`config.mk`:
```
export PLATFORM = sky130hd
export DESIGN_NAME = mbisr_repair_ctrl
export DESIGN_NICKNAME = d
export VERILOG_FILES = /design/src/rtl/mbisr_repair_ctrl.sv
export SDC_FILE = /design/constraint.sdc
export NUM_CORES = 1
export LEC_CHECK = 0
export CORE_UTILIZATION = 55
export CTS_CLUSTER_SIZE = 40
export DETAILED_ROUTE_END_ITERATION = 7
export GPL_ROUTABILITY_DRIVEN = 1
export PLACE_DENSITY = 0.77
export SLEW_MARGIN = 20
export SYNTH_ARGS = -nofsm -noshare
export SYNTH_HDL_FRONTEND = slang
export SYNTH_SLANG_ARGS = --single-unit
```
`constraint.sdc`:
```
create_clock -name clk -period 2.93 [get_ports clk]
set_clock_uncertainty 0.2 [all_clocks]
set_input_delay 0.4395 -clock clk [delete_from_list [all_inputs] [get_ports clk]]
set_output_delay 0.4395 -clock clk [all_outputs]
set_load 0.01 [all_outputs]
```
`src/rtl/mbisr_repair_ctrl.sv`:
```
// Built-in self-repair controller: logs MBIST fail addresses into a small
// fully-associative remap table and redirects functional accesses that hit
// a logged address into a spare register file. Reads return with a fixed
// 3-cycle latency whether they hit a spare or go to the main array.
module mbisr_repair_ctrl #(
    parameter int ADDR_W     = 5,
    parameter int DATA_W     = 8,
    parameter int NUM_SPARES = 4,
    parameter int CNT_W      = 3
) (
    input  logic              clk,
    input  logic              rst_n,
    input  logic              clear,
    input  logic              log_valid,
    input  logic [ADDR_W-1:0] log_addr,
    input  logic              repair_en,
    input  logic              mem_req,
    input  logic              mem_we,
    input  logic [ADDR_W-1:0] mem_addr,
    input  logic [DATA_W-1:0] mem_wdata,
    output logic              array_req,
    output logic              array_we,
    output logic [ADDR_W-1:0] array_addr,
    output logic [DATA_W-1:0] array_wdata,
    input  logic [DATA_W-1:0] array_rdata,
    output logic              rd_valid,
    output logic [DATA_W-1:0] rd_data,
    output logic [CNT_W-1:0]  used_count,
    output logic              repair_fail
);

    // Remap table and spare storage; entry i owns spare word i.
    logic [NUM_SPARES-1:0] tbl_valid_reg;
    logic [ADDR_W-1:0]     tbl_addr_reg [NUM_SPARES];
    logic [DATA_W-1:0]     spare_reg    [NUM_SPARES];
    logic [CNT_W-1:0]      used_count_reg;
    logic                  repair_fail_reg;

    // Output and read-pipeline registers.
    logic              array_req_reg;
    logic              array_we_reg;
    logic [ADDR_W-1:0] array_addr_reg;
    logic [DATA_W-1:0] array_wdata_reg;
    logic              rd_v1_reg, rd_v2_reg;
    logic              rd_h1_reg, rd_h2_reg;
    logic [DATA_W-1:0] rd_d1_reg, rd_d2_reg;
    logic              rd_valid_reg;
    logic [DATA_W-1:0] rd_data_reg;

    logic [NUM_SPARES-1:0] log_match;
    logic [NUM_SPARES-1:0] lookup_match;
    logic                  log_dup;
    logic                  log_room;
    logic                  log_alloc;
    logic                  lookup_hit;
    logic [DATA_W-1:0]     spare_rdata;

    genvar gi;
    generate
        for (gi = 0; gi < NUM_SPARES; gi++) begin : g_entry
            // Both compares use the table as it stood before this edge.
            assign log_match[gi]    = tbl_valid_reg[gi] && (tbl_addr_reg[gi] == log_addr);
            assign lookup_match[gi] = repair_en && tbl_valid_reg[gi] && (tbl_addr_reg[gi] == mem_addr);

            // Table entry: filled in index order at position used_count.
            always_ff @(posedge clk or negedge rst_n) begin
                if (!rst_n) begin
                    tbl_valid_reg[gi] <= 1'b0;
                    tbl_addr_reg[gi]  <= '0;
                end else if (clear) begin
                    tbl_valid_reg[gi] <= 1'b0;
                end else if (log_alloc && (used_count_reg == CNT_W'(gi))) begin
                    tbl_valid_reg[gi] <= 1'b1;
                    tbl_addr_reg[gi]  <= log_addr;
                end
            end

            // Spare word: written by a functional write that hits this entry.
            // Deliberately untouched by clear.
            always_ff @(posedge clk or negedge rst_n) begin
                if (!rst_n) begin
                    spare_reg[gi] <= '0;
                end else if (mem_req && mem_we && lookup_match[gi]) begin
                    spare_reg[gi] <= mem_wdata;
                end
            end
        end
    endgenerate

    assign log_dup    = |log_match;
    assign log_room   = used_count_reg < CNT_W'(NUM_SPARES);
    assign log_alloc  = log_valid && !clear && !log_dup && log_room;
    assign lookup_hit = |lookup_match;

    // Spare read mux; entries never alias, so at most one match is set.
    always_comb begin
        spare_rdata = '0;
        for (int i = 0; i < NUM_SPARES; i++) begin
            if (lookup_match[i]) begin
                spare_rdata = spare_rdata | spare_reg[i];
            end
        end
    end

    // Allocation count and sticky overflow flag.
    always_ff @(posedge clk or negedge rst_n) begin
        if (!rst_n) begin
            used_count_reg  <= '0;
            repair_fail_reg <= 1'b0;
        end else if (clear) begin
            used_count_reg  <= '0;
            repair_fail_reg <= 1'b0;
        end else if (log_alloc) begin
            used_count_reg  <= used_count_reg + CNT_W'(1);
        end else if (log_valid && !log_dup) begin
            repair_fail_reg <= 1'b1;
        end
    end

    // Main-array request: only misses are forwarded; address/data hold otherwise.
    always_ff @(posedge clk or negedge rst_n) begin
        if (!rst_n) begin
            array_req_reg   <= 1'b0;
            array_we_reg    <= 1'b0;
            array_addr_reg  <= '0;
            array_wdata_reg <= '0;
        end else begin
            array_req_reg <= mem_req && !lookup_hit;
            array_we_reg  <= mem_req && mem_we && !lookup_hit;
            if (mem_req && !lookup_hit) begin
                array_addr_reg  <= mem_addr;
                array_wdata_reg <= mem_wdata;
            end
        end
    end

    // Two-stage read pipeline so hit and miss reads share one latency.
    always_ff @(posedge clk or negedge rst_n) begin
        if (!rst_n) begin
            rd_v1_reg    <= 1'b0;
            rd_v2_reg    <= 1'b0;
            rd_h1_reg    <= 1'b0;
            rd_h2_reg    <= 1'b0;
            rd_d1_reg    <= '0;
            rd_d2_reg    <= '0;
            rd_valid_reg <= 1'b0;
            rd_data_reg  <= '0;
        end else begin
            rd_v1_reg    <= mem_req && !mem_we;
            rd_h1_reg    <= lookup_hit;
            rd_d1_reg    <= spare_rdata;
            rd_v2_reg    <= rd_v1_reg;
            rd_h2_reg    <= rd_h1_reg;
            rd_d2_reg    <= rd_d1_reg;
            rd_valid_reg <= rd_v2_reg;
            if (rd_v2_reg) begin
                rd_data_reg <= rd_h2_reg ? rd_d2_reg : array_rdata;
            end
        end
    end

    assign array_req   = array_req_reg;
    assign array_we    = array_we_reg;
    assign array_addr  = array_addr_reg;
    assign array_wdata = array_wdata_reg;
    assign rd_valid    = rd_valid_reg;
    assign rd_data     = rd_data_reg;
    assign used_count  = used_count_reg;
    assign repair_fail = repair_fail_reg;

endmodule

```
==> impl_metrics.csv <==
group,metric,value,unit
status,status,"finished, final reports clean",
floorplan,design.core.area,8180,sq um
sta,timing.fmax,0.381,GHz
routing,wire_per_inst,16.9,um
sta,hold_viol,0,
job,maxCapViolations,0,
setup_path,crit_family,"buffers and inverters",
routing,num_vias,2860,
sta,setup_viol_count_final,0,
worst_hold_path,min_to,"rd_v2_reg",
worst_hold_path,hold_depth,0,
power,p_comb_frac,0.216,
setup_path,max_stage_delay,710,ps
clock_tree,cts_tree,"built",
synth,ys_seq_area_frac,0.565,
clock_tree,root_buffer,"clkbuf_8",
synth,ys.flop_type,"dfrtp_1",
routing,drc,0,
worst_hold_path,min_path_type,"flip-flop to flip-flop",
power,p_int,2.41,mW
floorplan,die_area,8750,sq um
cells_and_area,antenna_cells,0,
setup_path,r2r_start,"tbl_addr_reg[16]",
floorplan,initial_core_util,0.564,
sta,whs,158,ps
synth,netlist_area,4610,sq um
routing,drt_pass1_iterations,4,
place,place_congestion,0.844,
sta,tightest_slew,577,ps
cells_and_area,final_common_cell,"dfrtp_1",
synth,ys_ff_latch,104,
clock_tree,cts-buffers-inserted,9,
setup_path,reg2regPathDepth,6,
setup_path,worstPathMaxFanout,8,
floorplan,num_rows,33,
cells_and_area,final_cell_mix,"dfrtp_1, clkdlybuf4s50_1, mux2_2",
routing,vias_per_cell,5.42,
place,place_inst,511,
clock_tree,h-tree-depth,3,
synth,yosys-top-cells-area,"dfrtp_1, mux2_2, xnor2_1, mux2_4, a22oi_1",
sta,grt_setup_unrepaired,"no",
setup_path,cp-start-kind,"primary input",
setup_path,regToRegEndpoint,"spare_reg[25]",
synth,yosysTopAreaCellShare,0.565,
cells_and_area,final_core_util,0.687,
setup_path,r2r_slack,510,ps
synth,synth_top_area_cell,"dfrtp_1",
place,dp_hpwl,6460,um
setup_path,required,2990,ps
synth,synth_cell_types,34,
power,seq_power_share,0.525,
routing,ant_nets,0,
synth,syn_avg_cell_area,13.5,sq um
clock_tree,cts.sinks,104,
sta,slew_viol_final,0,
power,clkPwrFrac,0.259,
floorplan,fp.dieH,93.5,um
clock_tree,clk_pin_slew_worst_paths,100,ps
clock_tree,cts_max_path_buffers,2,
routing,wl,8910,um
clock_tree,insertion_delay,370,ps
sta,period_minus_slack,2620,ps
grt,grt_pass1_vias,3016,
cells_and_area,final_cells,528,
setup_path,arrival,2690,ps
setup_path,path_buf_inv,2,
setup_path,path_cells,"clkdlybuf4s50_1 -> xnor2_1 -> nand4_1 -> o31ai_1 -> buf_4 -> nor4_4 -> nand2_1 -> mux2_2",
setup_path,worstSetupPathType,"primary input to flip-flop",
synth,syn_nets,379,
sta,slew_headroom,0.612,
grt,grt_max_degree,65,
setup_path,slowest_stage,"clkdlybuf4s50_1",
cells_and_area,largest_reg_flops,32,
cells_and_area,drive_gt1_frac,0.267,
setup_path,endpoint_kind,"flip-flop",
floorplan,chipWidth,93.5,um
synth,synthArstFlopShare,1.00,
power,power.density,607,nW/um^2
sta,finalCritPeriodShare,0.895,
routing,drt-initial-drc-count,134,
power,peakVddDrop,0.536,mV
floorplan,ioPinCount,61,
power,netSwitchingFraction,0.292,
synth,ys_warn_count,0,
synth,synth_edf_count,0,
synth,synth_cells,341,
cells_and_area,syn2layout_area_growth,21.9,%
grt,grt-ovfl-total,0,
power,total_power,3.41,mW
worst_hold_path,min_from,"rd_v1_reg",
grt,antenna_found_initial,0,
power,p_sw,0.995,mW
place,port_buffers,60,
cells_and_area,nNetsFinal,456,
power,p_leak,2.56,nW
grt,grt_pass1_wl,15000,um
grt,grt.total_usage,0.230,
[stage by stage]
step / TNS (ps) / worst slack (ps) / area, sq um
floorplan: 0 / 524 / 4610
global placement: -881 / -56.9 / 5410
detailed placement: -1910 / -103 / 5410
CTS: 0 / 258 / 5620
global route: 0 / 215 / 5620
finish: 0 / 306 / 5620
[synthesized netlist by cell type, types with 7 or more instances]
cell	count
nor2_1	10
nand4_1	8
buf_2	7
xnor2_1	31
mux2_2	49
nand2_1	21
dfrtp_1	104
a21oi_1	10
inv_1	10
a22oi_1	16
mux2i_1	8
mux2_4	16
[per-layer routing]
layer / part of all wire / vias to the layer above / global-route usage
met5: 0 / - / 0
met4: 0.020 / 0 / 0.0885
met3: 0.040 / 14 / 0.0528
met2: 0.52 / 62 / 0.397
met1: 0.42 / 1443 / 0.281
li1: - / 1341 / -
[kinds of logic after synthesis]
family,synth area share
adders and majority gates,0.0136
DFF,0.565
AOI/OAI and AO/OA,0.0475
and+or+nand+nor,0.0703
buffers and inverters,0.0320
muxes,0.189
xor gates and xnor gates,0.0825
[final cells by class]
cell class,count,area [sq um]
Inverter,10,37.5
Clock buffer,10,138
Fill cell,612,2560
Timing Repair Buffer,82,791
Sequential cell,104,2600
Tap cell,105,131
Multi-Input combinational cell,211,1860
Clock inverter,6,58.8
[how the worst max path moves through the flow]
stage,end,startpoint,cells after the start
floorplan,spare_reg[16],mem_addr[0],7
global placement,tbl_addr_reg[2],log_addr[4],8
detailed placement,tbl_addr_reg[17],log_addr[4],8
CTS,tbl_addr_reg[17],log_addr[4],8
global route,tbl_addr_reg[16],log_addr[0],8
finish,tbl_addr_reg[17],log_addr[2],8
[what timing repair did]
| item | 4_1_cts | 5_1_grt |
|---|---|---|
| setup buffers | 0 | 0 |
| resized for setup | 0 | 0 |
| hold endpoints to repair | 40 | 0 |
| hold buffers | 1 | 0 |
[power by group through the flow]
stage | registers [mW] | logic (mW) | clock network [mW]
CTS | 1.79 | 0.746 | 0.904
global placement | 1.81 | 0.718 | 0
floorplan | 1.79 | 0.468 | 0
global route | 1.81 | 0.807 | 0.971
detailed placement | 1.82 | 0.740 | 0
finish | 1.79 | 0.737 | 0.883
Note: power is estimated with default switching activity, not from simulation.
